$ cat src/rtl/dffram_pkg.sv
// Shared definitions for DFFRAM front-end logic.
//   - access size encodings
//   - access controller FSM state type
//   - addr_ok(): natural-alignment / legal-size check for a sized access
package dffram_pkg;

  localparam logic [1:0] SZ_BYTE  = 2'd0;
  localparam logic [1:0] SZ_HWORD = 2'd1;
  localparam logic [1:0] SZ_WORD  = 2'd2;

  typedef enum logic [1:0] {
    IDLE = 2'd0,
    ACC  = 2'd1,
    WAIT = 2'd2,
    RSP  = 2'd3
  } state_e;

  // 1 when a request of this size at this byte offset is legal and naturally aligned.
  function automatic logic addr_ok(input logic [1:0] size, input logic [1:0] off);
    logic ok;
    case (size)
      SZ_BYTE:  ok = 1'b1;
      SZ_HWORD: ok = ~off[0];
      SZ_WORD:  ok = (off == 2'b00);
      default:  ok = 1'b0;
    endcase
    return ok;
  endfunction

endpackage

$ cat src/rtl/dffram_lane_mux.sv
// Combinational byte-lane steering for a 32-bit, 4-lane DFFRAM.
// Ports:
//   size       in   access size (dffram_pkg SZ_*)
//   off        in   byte offset within the word (addr[1:0])
//   sgn        in   sign-extend byte/halfword read data
//   wdata      in   right-aligned write data
//   rdata_raw  in   full word read from DFFRAM Do
//   we_mask    out  per-lane write enable (0 for illegal size)
//   wdata_lane out  write data replicated onto every candidate lane
//   rdata_ext  out  selected lane, right-aligned and zero/sign-extended
module dffram_lane_mux
  import dffram_pkg::*;
(
  input  logic [1:0]  size,
  input  logic [1:0]  off,
  input  logic        sgn,
  input  logic [31:0] wdata,
  input  logic [31:0] rdata_raw,
  output logic [3:0]  we_mask,
  output logic [31:0] wdata_lane,
  output logic [31:0] rdata_ext
);

  logic [7:0]  rd_byte;
  logic [15:0] rd_hword;

  assign rd_byte  = rdata_raw[{off, 3'b000} +: 8];
  assign rd_hword = off[1] ? rdata_raw[31:16] : rdata_raw[15:0];

  always_comb begin
    we_mask    = 4'b0000;
    wdata_lane = wdata;
    rdata_ext  = rdata_raw;
    case (size)
      SZ_BYTE: begin
        we_mask    = 4'b0001 << off;
        wdata_lane = {4{wdata[7:0]}};
        rdata_ext  = {{24{sgn & rd_byte[7]}}, rd_byte};
      end
      SZ_HWORD: begin
        we_mask    = off[1] ? 4'b1100 : 4'b0011;
        wdata_lane = {2{wdata[15:0]}};
        rdata_ext  = {{16{sgn & rd_hword[15]}}, rd_hword};
      end
      SZ_WORD: begin
        we_mask    = 4'b1111;
        wdata_lane = wdata;
        rdata_ext  = rdata_raw;
      end
      default: begin
        we_mask    = 4'b0000;
        wdata_lane = wdata;
        rdata_ext  = 32'h0;
      end
    endcase
  end

endmodule

$ cat src/rtl/dffram_access_ctrl.sv
// Sized-access front end for DFFRAM. Accepts one byte/halfword/word request at a time,
// drives registered EN/WE/A/Di to the RAM and returns lane-extracted read data.
// Ports:
//   CLK, RST           clock (shared with DFFRAM), synchronous active-high reset
//   req_valid/ready    request handshake; req_ready only in IDLE and not in reset
//   req_we/size/signed request kind, size, sign-extension of read data
//   req_addr           byte address
//   req_wdata          right-aligned write data
//   rsp_valid/ready    response handshake
//   rsp_rdata          read data (0 for writes and errors)
//   rsp_err            misaligned or illegal-size request
//   ram_EN/WE/A/Di     registered DFFRAM controls
//   ram_Do             DFFRAM read data, valid one cycle after the access edge
module dffram_access_ctrl
  import dffram_pkg::*;
#(
  parameter int unsigned AW = 10
) (
  input  logic          CLK,
  input  logic          RST,
  input  logic          req_valid,
  output logic          req_ready,
  input  logic          req_we,
  input  logic [1:0]    req_size,
  input  logic          req_signed,
  input  logic [AW-1:0] req_addr,
  input  logic [31:0]   req_wdata,
  output logic          rsp_valid,
  input  logic          rsp_ready,
  output logic [31:0]   rsp_rdata,
  output logic          rsp_err,
  output logic          ram_EN,
  output logic [3:0]    ram_WE,
  output logic [AW-3:0] ram_A,
  output logic [31:0]   ram_Di,
  input  logic [31:0]   ram_Do
);

  state_e      state_q, state_d;
  logic        we_q, we_d;
  logic [1:0]  size_q, size_d;
  logic        sgn_q, sgn_d;
  logic [1:0]  off_q, off_d;

  logic          ram_en_q, ram_en_d;
  logic [3:0]    ram_we_q, ram_we_d;
  logic [AW-3:0] ram_a_q, ram_a_d;
  logic [31:0]   ram_di_q, ram_di_d;
  logic          rsp_valid_q, rsp_valid_d;
  logic          rsp_err_q, rsp_err_d;
  logic [31:0]   rsp_rdata_q, rsp_rdata_d;

  logic [1:0]  lm_size, lm_off;
  logic [3:0]  lm_we_mask;
  logic [31:0] lm_wdata, lm_rdata;

  // In IDLE the mux steers the incoming request; afterwards it extracts using latched fields.
  assign lm_size = (state_q == IDLE) ? req_size      : size_q;
  assign lm_off  = (state_q == IDLE) ? req_addr[1:0] : off_q;

  dffram_lane_mux u_lane_mux (
    .size      (lm_size),
    .off       (lm_off),
    .sgn       (sgn_q),
    .wdata     (req_wdata),
    .rdata_raw (ram_Do),
    .we_mask   (lm_we_mask),
    .wdata_lane(lm_wdata),
    .rdata_ext (lm_rdata)
  );

  assign req_ready = (state_q == IDLE) & ~RST;

  always_comb begin
    state_d     = state_q;
    we_d        = we_q;
    size_d      = size_q;
    sgn_d       = sgn_q;
    off_d       = off_q;
    ram_en_d    = 1'b0;
    ram_we_d    = 4'b0000;
    ram_a_d     = ram_a_q;
    ram_di_d    = ram_di_q;
    rsp_valid_d = rsp_valid_q;
    rsp_err_d   = rsp_err_q;
    rsp_rdata_d = rsp_rdata_q;

    unique case (state_q)
      IDLE: begin
        if (req_valid) begin
          we_d   = req_we;
          size_d = req_size;
          sgn_d  = req_signed;
          off_d  = req_addr[1:0];
          if (!addr_ok(req_size, req_addr[1:0])) begin
            state_d     = RSP;
            rsp_valid_d = 1'b1;
            rsp_err_d   = 1'b1;
            rsp_rdata_d = 32'h0;
          end else begin
            state_d  = ACC;
            ram_en_d = 1'b1;
            ram_we_d = req_we ? lm_we_mask : 4'b0000;
            ram_a_d  = req_addr[AW-1:2];
            ram_di_d = lm_wdata;
          end
        end
      end
      ACC: begin
        if (we_q) begin
          state_d     = RSP;
          rsp_valid_d = 1'b1;
          rsp_err_d   = 1'b0;
          rsp_rdata_d = 32'h0;
        end else begin
          state_d = WAIT;
        end
      end
      WAIT: begin
        state_d     = RSP;
        rsp_valid_d = 1'b1;
        rsp_err_d   = 1'b0;
        rsp_rdata_d = lm_rdata;
      end
      RSP: begin
        if (rsp_ready) begin
          state_d     = IDLE;
          rsp_valid_d = 1'b0;
          rsp_err_d   = 1'b0;
        end
      end
      default: state_d = IDLE;
    endcase
  end

  always_ff @(posedge CLK) begin
    if (RST) begin
      state_q     <= IDLE;
      we_q        <= 1'b0;
      size_q      <= SZ_BYTE;
      sgn_q       <= 1'b0;
      off_q       <= 2'b00;
      ram_en_q    <= 1'b0;
      ram_we_q    <= 4'b0000;
      ram_a_q     <= '0;
      ram_di_q    <= 32'h0;
      rsp_valid_q <= 1'b0;
      rsp_err_q   <= 1'b0;
      rsp_rdata_q <= 32'h0;
    end else begin
      state_q     <= state_d;
      we_q        <= we_d;
      size_q      <= size_d;
      sgn_q       <= sgn_d;
      off_q       <= off_d;
      ram_en_q    <= ram_en_d;
      ram_we_q    <= ram_we_d;
      ram_a_q     <= ram_a_d;
      ram_di_q    <= ram_di_d;
      rsp_valid_q <= rsp_valid_d;
      rsp_err_q   <= rsp_err_d;
      rsp_rdata_q <= rsp_rdata_d;
    end
  end

  assign ram_EN    = ram_en_q;
  assign ram_WE    = ram_we_q;
  assign ram_A     = ram_a_q;
  assign ram_Di    = ram_di_q;
  assign rsp_valid = rsp_valid_q;
  assign rsp_err   = rsp_err_q;
  assign rsp_rdata = rsp_rdata_q;

endmodule

$ cat config.mk
export PLATFORM = sky130hd
export DESIGN_NAME = dffram_access_ctrl
export DESIGN_NICKNAME = d
export VERILOG_FILES = /design/src/rtl/dffram_pkg.sv /design/src/rtl/dffram_lane_mux.sv /design/src/rtl/dffram_access_ctrl.sv
export SDC_FILE = /design/constraint.sdc
export NUM_CORES = 1
export LEC_CHECK = 0
export ABC_AREA = 1
export CORE_ASPECT_RATIO = 0.8
export CORE_MARGIN = 3
export CORE_UTILIZATION = 25
export CTS_BUF_LIST = sky130_fd_sc_hd__clkbuf_16
export CTS_CLUSTER_DIAMETER = 120
export DETAILED_ROUTE_END_ITERATION = 7
export HOLD_SLACK_MARGIN = 0.1
export PLACE_DENSITY = 0.48
export RECOVER_POWER = 50
export REMOVE_ABC_BUFFERS = 1
export SETUP_SLACK_MARGIN = 0.02
export SKIP_LAST_GASP = 1
export SLEW_MARGIN = 20
export SYNTH_ARGS = -nofsm -noshare
export SYNTH_HDL_FRONTEND = slang
export SYNTH_SLANG_ARGS = --single-unit
$ cat constraint.sdc
create_clock -name CLK -period 3.2 [get_ports CLK]
set_clock_uncertainty 0.2 [all_clocks]
set_input_delay 0.48 -clock CLK [delete_from_list [all_inputs] [get_ports CLK]]
set_output_delay 0.48 -clock CLK [all_outputs]
set_load 0.05 [all_outputs]
After elaboration in Yosys (flattened, before gate mapping)

Index checks and enable logic that the tools add are counted.

Eq/ne operators: 11
Shift-type cells: 2
Multiplexer cells: 27
Bitwise gates (word level): 9
Reduce and logical (&&, ||, !) cells: 12

Operators with widths:

| operator                                         | number |
|---|---|
| case mux 32 bit (3 select lines)                 | 2 |
| two-way mux 32 bit                               | 3 |
| case mux 32 bit (2 select lines)                 | 1 |
| variable part select 32 x 6 -> 8 bit             | 1 |
| two-way mux 16 bit                               | 1 |
| case mux 4 bit (3 select lines)                  | 1 |
| two-way mux 2 bit                                | 5 |
| two-way mux 1 bit                                | 9 |
| == test 2 bit (second input constant)            | 4 |
| zero test 2 bit                                  | 4 |
| inequality test 2 bit (second input constant)    | 4 |
| case mux 1 bit (4 select lines)                  | 2 |
| case mux 2 bit (4 select lines)                  | 1 |
| AND reduction 4 bit                              | 2 |
| == test 2 x 1 -> 1 bit (second input constant)   | 3 |
| NOT 1 bit                                        | 6 |
| OR reduction 5 bit                               | 1 |
| two-way mux 4 bit                                | 1 |
| AND reduction 2 bit                              | 2 |
| left shift 1 x 2 -> 4 bit (first input constant) | 1 |
| AND 1 bit                                        | 3 |
| case mux 1 bit (3 select lines)                  | 1 |
| AND reduction 3 bit                              | 1 |
| nonzero test 3 bit                               | 1 |
| OR reduction 3 bit                               | 1 |

Register bits after elaboration: 87
Bits of input ports: 82
Output and inout port bits: 80
Logic and storage cells: 73

Longest topological paths before layout

Depth in word-level cells: 7
Depth in mapped cells: 13
Mapped depth without buffers: 12

Hierarchy

From an unflattened synthesis, not the netlist that was laid out.

Cell total of the unflattened synthesis: 883
Area, all modules: 5,225.0 um^2

Modules (own cells, without submodules):

| module             | times used | cells an instance | area an instance (um^2) | sequential area each (um^2) |
|---|---|---|---|---|
| dffram_access_ctrl | 1          | 556               | 3,784.9                 | 1,741.7 |
| dffram_lane_mux    | 1          | 327               | 1,440.1                 | 0.0 |

Least setup slack after synthesis

No wires, ideal clock.

Path type: input -> output
Start: input port RST
End: output port req_ready
Data arrival time: 1.537 ns
Slack: 0.983 ns
Cell stages on the path: 3
Cells stage by stage: clkbuf_1 > clkbuf_1 > nor2_1

Longest elaborated chain between the ends: 2

Ends and longest elaborated chain:

| element         | RTL line                 | source |
|---|---|---|
| start, declared | dffram_access_ctrl.sv:20 | `input logic RST,` |
| NOT 1 bit       | dffram_access_ctrl.sv:72 | `assign req_ready = (state_q == IDLE) & ~RST;` |
| AND 1 bit       | dffram_access_ctrl.sv:72 |  |
| end, declared   | dffram_access_ctrl.sv:22 | `output logic req_ready,` |

Every way passes these cells.

Final worst setup path

Start: register state_q[1]
End: register rsp_rdata_q[26], in the netlist rsp_rdata[26]

Longest elaborated chain between the ends: 6
Elaborated cells between the ends (all ways): 19
Those cells by class: eq/ne: 7; shift: 1; mux: 5; bitwise: 2; reduce/logical: 4

Ends and longest elaborated chain:

| element                                                                           | RTL line                                                                     | source |
|---|---|---|
| start, declared                                                                   | dffram_access_ctrl.sv:39                                                     | `state_e state_q, state_d;` |
| start signal, assigned                                                            | dffram_access_ctrl.sv:151                                                    | `state_q <= state_d;` |
| zero test 2 bit                                                                   | dffram_access_ctrl.sv:58, dffram_access_ctrl.sv:59, dffram_access_ctrl.sv:88 |  |
| two-way mux 2 bit                                                                 | dffram_access_ctrl.sv:59                                                     | `assign lm_off = (state_q == IDLE) ? req_addr[1:0] : off_q;` |
| variable part select 32 x 6 -> 8 bit / two-way mux 16 bit (equally long branches) | dffram_lane_mux.sv:27, dffram_lane_mux.sv:28                                 |  |
| AND 1 bit (on tied branches)                                                      | dffram_lane_mux.sv:38, dffram_lane_mux.sv:43                                 |  |
| case mux 32 bit (3 select lines)                                                  | dffram_lane_mux.sv:34                                                        | `case (size)` |
| case mux 32 bit (3 select lines)                                                  | dffram_access_ctrl.sv:88                                                     | `unique case (state_q)` |
| end signal, assigned                                                              | dffram_access_ctrl.sv:162                                                    | `rsp_rdata_q <= rsp_rdata_d;` |
| end, declared                                                                     | dffram_access_ctrl.sv:51                                                     | `logic [31:0] rsp_rdata_q, rsp_rdata_d;` |

Several ways; a longest one is shown, not always the timed one.
A chain may end at the register's enable or synchronous reset.

==> results by group <==
Timing
  – Final hold viol count: 0
  – Clock period minus worst slack: 2.81 ns
  – Crit share post-route: 87.9%
  – Worst rel slew slack: a little over two fifths
  – Slew Viols, Final: 0
  – RSZ-0062 raised after global routing: no
  – Worst setup margin: 0.388 ns
  – Fmax: 0.356 GHz
  – Worst Tran Pin Value: around 0.86 ns
  – # setup viols final: 0
  – Setup_tns: 0 ns

CTS
  – Post-CTS setup buffer count: 0
  – H-tree depth: 3
  – Clock sinks: 87
  – CTS tree: built
  – Clock tree buffer depth: 2
  – Clk slew on worst S/H paths: 0.06 ns
  – CTS Buf Count: 9
  – CTS root buffer: clkbuf_16
  – Clock Latency Late Sink: ~0.34 ns

Logic synthesis
  – Register area share after synthesis: 38.7%
  – Post-synth design cell area: between 4000 and 5000 sq um
  – Synthesized flop and latch total: 87
  – Post-synth EDFFs: 0
  – Synth cell types: 26
  – Largest cells by area after synthesis: dfxtp_1 39%, nand2_1 16%, o21ai_0 9.9%, nor2_1 8.3%, a21oi_1 5.3%
  – Post-synth top area cell: dfxtp_1
  – Top-area cell type share of the netlist area: 38.7%
  – YS warnings: 0
  – FFs w/ async S/R, synth: 0%
  – Synth Flop Type: dfxtp_1
  – Syn Inst Count: 693
  – Syn avg cell area: 6.49 sq um

Route
  – Routed length on met3: 820 um
  – Avg WL per Cell: 15.0 um
  – Antenna viol nets, final: 0
  – M1 WL: about 7600 um
  – Number of remaining DRC errors: 0
  – First-pass iteration count of the detailed router: 5
  – WL met2: 7320 um
  – Max Used Layer: met4
  – WL final: approximately 16,000 um
  – Vias: 4,944
  – DR vias/cell: approximately 4.7
  – Iteration-0 DRC Markers: 268

Place
  – I/O Buffers: around 160
  – Area post-placement: ~6300 sq um
  – DP HPWL: about 11,000 um
  – Final GP Congestion: 0.787
  – Pre-CTS setup slack: 0.341 ns

GRT
  – Overall Global Routing Usage: 16.1%
  – First-pass GRT wire length: 25,300 um
  – Antenna violations before repair: 0
  – Vias in the first global route: about 4,600
  – Total grt overflow: 0
  – Largest net degree at the start of global routing: 57

Floorplan
  – Initial Util: 25.7%
  – Num rows: 43
  – Die area: 19,600 sq um
  – Die width: 156 um
  – Die height: 126 um
  – Core Box Area: 17,500 sq um
  – I/O pin count: about 160

Final layout
  – Fin util: 37.6%
  – Commonest non-fill, non-tap cell in the layout: nand2_1
  – Ratio of cells with drive above 1 in the final layout: under 10%
  – FF+latch area: 1740 sq um
  – Design area: 6580 sq um
  – # diodes: 0
  – Fill cells: ~1,800
  – Area of the multi-input gates: 2360 sq um
  – Most frequent cells in the layout: 196 x nand2_1, 99 x nor2_1, 89 x o21ai_0
  – Final #Nets: 920
  – Area growth syn-to-layout: 46.3%

Power and ir drop
  – Tot Pwr: 0.00546 W
  – Net Sw Power: 0.00262 W
  – Leakage: 2.91 nW
  – Internal: 0.00285 W
  – Clk pwr share: 20.5%
  – Pwr Density: 830 nW/um^2
  – Peak supply drop: 0.000297 V
  – Switching Share: between 40% and 50%
  – Flop pwr share: 25.3%
  – Comb pwr share: 54.2%

Worst hold path
  – Min-Delay Path Depth: 2
  – Min-delay worst type: reg2reg

Setup path
  – Critical path endpoint category: flip-flop
  – Crit path DAT: 2.88 ns
  – Crit start category: flip-flop
  – CP max FO: 19
  – WP data required: roughly 3.3 ns
  – Cell count of the worst reg-to-reg path: 12
  – Setup CP Type: reg2reg

Outcome
  – Status: finished, final reports clean

Run
  – Max cap viols: 0
[worst max-delay path, cell delays in order, from the launching register on]
cell	delay, ns
dfxtp_1	0.35
inv_1	0.10
ha_1	0.42
inv_2	0.18
nand2_1	0.11
nand2_2	0.18
inv_4	0.29
nand2_4	0.24
nor2_8	0.31
nor2_1	0.07
nand2_1	0.07
nand2_1	0.06
a21oi_1	0.14
[area by class of cell]
type | instances | area share [%]
clock inverters | 7 | 1.33
well taps | 225 | 4.28
multi-input cells | 517 | 35.9
inverters | 44 | 2.55
clock buffers | 9 | 3.42
repair buffers | 174 | 26.1
flip-flops and latches | 87 | 26.5
[path summary, 6_finish.rpt]
path                                    start             to  slack [ns]
worst max-delay path               state_q[1]  rsp_rdata[26]        0.39
worst min-delay path            rsp_rdata[18]  rsp_rdata[18]        0.26
worst max register to register     state_q[1]  rsp_rdata[26]        0.39
worst min register to register  rsp_rdata[18]  rsp_rdata[18]        0.26
[sequential cells by signal, summed over array words and instances (netlist names)]
| register | count |
|---|---|
| ram_EN | 1 |
| ram_A | 8 |
| size_q | 2 |
| sgn_q | 1 |
| state_q | 2 |
| off_q | 2 |
| rsp_err | 1 |
| we_q | 1 |
| ram_WE | 4 |
| rsp_rdata | 32 |
| ram_Di | 32 |
| rsp_valid | 1 |
[per-stage QoR]
| step | std cells | hold slack, ns |
|---|---|---|
| floorplan | 648 | 0.239 |
| global placement | 1047 | 0.255 |
| detailed placement | 1047 | 0.259 |
| CTS | 1063 | 0.271 |
| global route | 1063 | 0.283 |
| finish | 1063 | 0.264 |
[synthesized netlist by cell type (2+ instances only)]
master,number
ha_1,5
inv_1,40
a21oi_1,48
nand2_2,5
buf_2,23
nor2_1,99
o21ai_1,4
buf_6,4
a31oi_1,28
o21a_1,7
o21ai_0,89
nor2_2,2
nand3_1,28
inv_2,3
clkbuf_1,17
dfxtp_1,87
nand2_1,195
[routing by layer]
layer | track usage [%] | up-vias
met5 | 0 | -
met3 | 4.09 | 13
met4 | 3.79 | 0
met1 | 22.1 | 2276
met2 | 25.5 | 124
li1 | - | 2531
[kinds of logic after synthesis]
family,Yosys count,synth area share [%]
compound gates,177,21.0
fa+ha+maj,5,1.39
buf+inv,89,8.88
flops,87,38.7
simple gates,335,30.1
[power groups by stage]
stage	combinational, W	sequential [W]	clock [W]
after CTS	0.00303	0.00139	0.00117
after floorplan	0.00143	0.00193	0
final	0.00296	0.00138	0.00112
after global routing	0.00329	0.00140	0.00120
after detailed placement	0.00302	0.00141	0
after global placement	0.00300	0.00141	0
[timing repair]
| action | 4_1_cts | 5_1_grt |
|---|---|---|
| hold buffers | 0 | 0 |
| gates resized for setup | 0 | 1 |
| hold endpoints to repair | 0 | 0 |
| endpoints found under the setup margin | 0 | 7 |
Power figures use the tool's default switching activity.
==> RTL change, RTL diff (config.mk and constraints unchanged) <==
The parameter `AW` goes from 10 to 11.
--- a/src/rtl/dffram_access_ctrl.sv
+++ b/src/rtl/dffram_access_ctrl.sv
@@ -14,7 +14,7 @@
 module dffram_access_ctrl
   import dffram_pkg::*;
 #(
-  parameter int unsigned AW = 10
+  parameter int unsigned AW = 11
 ) (
   input  logic          CLK,
   input  logic          RST,
Interface: changed (resized ram_A and req_addr); port bits go from 162 to 164. The function was not compared with the original's and may differ.
==> RTL change against the original RTL <==
Sequential share of layout area up 0.14 points. Sequential cell count up 1. Critical path depth down 2. Wire length up 4.6%. Area after synthesis up 2.0%. Setup slack better by 6.8 ps. Core utilization down 0.12 points. Total power up 0.11%. Cell area up 0.61%. Fmax up 0.24%. Combinational power up 2%. Critical endpoint is now rsp_rdata[8]. Highest routed layer unchanged.
==> RTL change: results (changes against the original RTL) <==
| Metric | Value |
|---|---|
| Status | `completed (unchanged)` |
| # diodes | `0 (unchanged)` |
| Clock share of power | `19.4% (was 20.5%)` |
| Grt met1 use | `22.8% (was 22.1%)` |
| Routed wire length | `16700 um (was 16000 um)` |
| M1 wire length | `7950 um (was 7620 um)` |
| Worst-Margin Slew | `869 ps (was 863 ps)` |
| Compound-gate portion of the synthesized area | `20.8% (was 21.0%)` |
| Top sig layer | `met4 (unchanged)` |
| Gpl congestion | `0.816 (was 0.787)` |
| Leak | `2.91 nW (about the same)` |
| # nets final | `921 (was 920)` |
| XOR/XNOR Fraction of Synth Area | `0% (unchanged)` |
| Met2 Usage GRT | `26.5% (was 25.5%)` |
| Synth cell count leaders | `nand2_1, nor2_1, dfxtp_1 (was nand2_1, nor2_1, o21ai_0)` |
| DP Worst Slack | `399 ps (was 341 ps)` |
| CP max FO | `24 (was 19)` |
| Layout filler cell count | `1905 (was 1831)` |
| Synth cell types | `29 (was 26)` |
| Area share of fa/ha/maj cells after synthesis | `1.36% (was 1.39%)` |
| Met3 routed WL | `1020 um (was 820 um)` |
| Met3 GRT Util | `4.67% (was 4.09%)` |
| Total number of vias | `4917 (was 4944)` |
| Reg power frac | `25.5% (was 25.3%)` |
| Largest cells by area after synthesis | `dfxtp_1, nand2_1, o21ai_0 (unchanged)` |
| VDD IR max | `0.426 mV (was 0.297 mV)` |
| Vias in the first global route | `4789 (was 4628)` |
| Hold Crit Start | `rsp_rdata[28] (was rsp_rdata[18])` |
| Drt first pass iters | `4 (was 5)` |
| Internal Pwr Total | `2.80 mW (was 2.85 mW)` |
| DP HPWL | `11900 um (was 11100 um)` |
| Gr usage total | `16.7% (was 16.1%)` |
| Pin count of the biggest net entering global routing | `58 (was 57)` |
| Reg-to-Reg Start | `state_q[0] (was state_q[1])` |
| Number of port buffers | `163 (was 161)` |
| Met2 routed WL | `7530 um (was 7320 um)` |
| First-pass GRT wire length | `26300 um (was 25300 um)` |
==> RTL change: cell types whose count changed after synthesis, sizes merged <==
cell,before,now
buf,28,35
nand3,28,31
dfxtp,87,88
o21ai,94,92
o21a,7,10
clkbuf,17,11
nor2,102,104
inv,44,41
nand2,201,197
==> RTL change: cells by family (layout without fill, tap and decap cells) <==
kind of cell / after synthesis / after routing
adders and majority gates: 5 / 5
and+or+nand+nor: 336 / 336
AOI/OAI and AO/OA: 178 / 178
DFF: 88 / 88
buffers and inverters: 87 / 230
==> RTL change: path summary, 6_finish.rpt <==
check                                endpoint  slack (ps)  depth (start not counted)
worst max-delay path             rsp_rdata[8]         400                         10
worst min-delay path            rsp_rdata[28]         260                          2
worst max register to register   rsp_rdata[8]         400                         10
worst min register to register  rsp_rdata[28]         260                          2
==> RTL change: worst max-delay path, delay by kind of cell (launching register included) <==
kind | cells | cell delay (ps)
buffers and inverters | 2 | 270
adders and majority gates | 1 | 410
AOI/OAI and AO/OA | 1 | 130
DFF | 1 | 370
and+or+nand+nor | 6 | 1330
==> RTL change: layout make-up <==
class                      count  area [um2]  share of cell area (%)
multi-input combinational    519        2400                    36.2
tap                          225         282                    4.25
inverter                      41         159                    2.40
sequential                    88        1760                    26.6
clock inverter                 6        60.1                   0.907
clock buffer                   9         225                    3.40
timing repair buffer         174        1730                    26.2
==> RTL change: through the flow <==
stage / utilization [%] / power (mW) / area (um2) / instances
after floorplan: - / 3.43 / 4320 / 648
after global placement: 35.9 / 4.50 / 6340 / 1047
after detailed placement: 35.9 / 4.51 / 6340 / 1047
after CTS: 37.6 / 5.60 / 6630 / 1062
after global routing: 37.5 / 5.90 / 6620 / 1062
final: 37.5 / 5.47 / 6620 / 1062
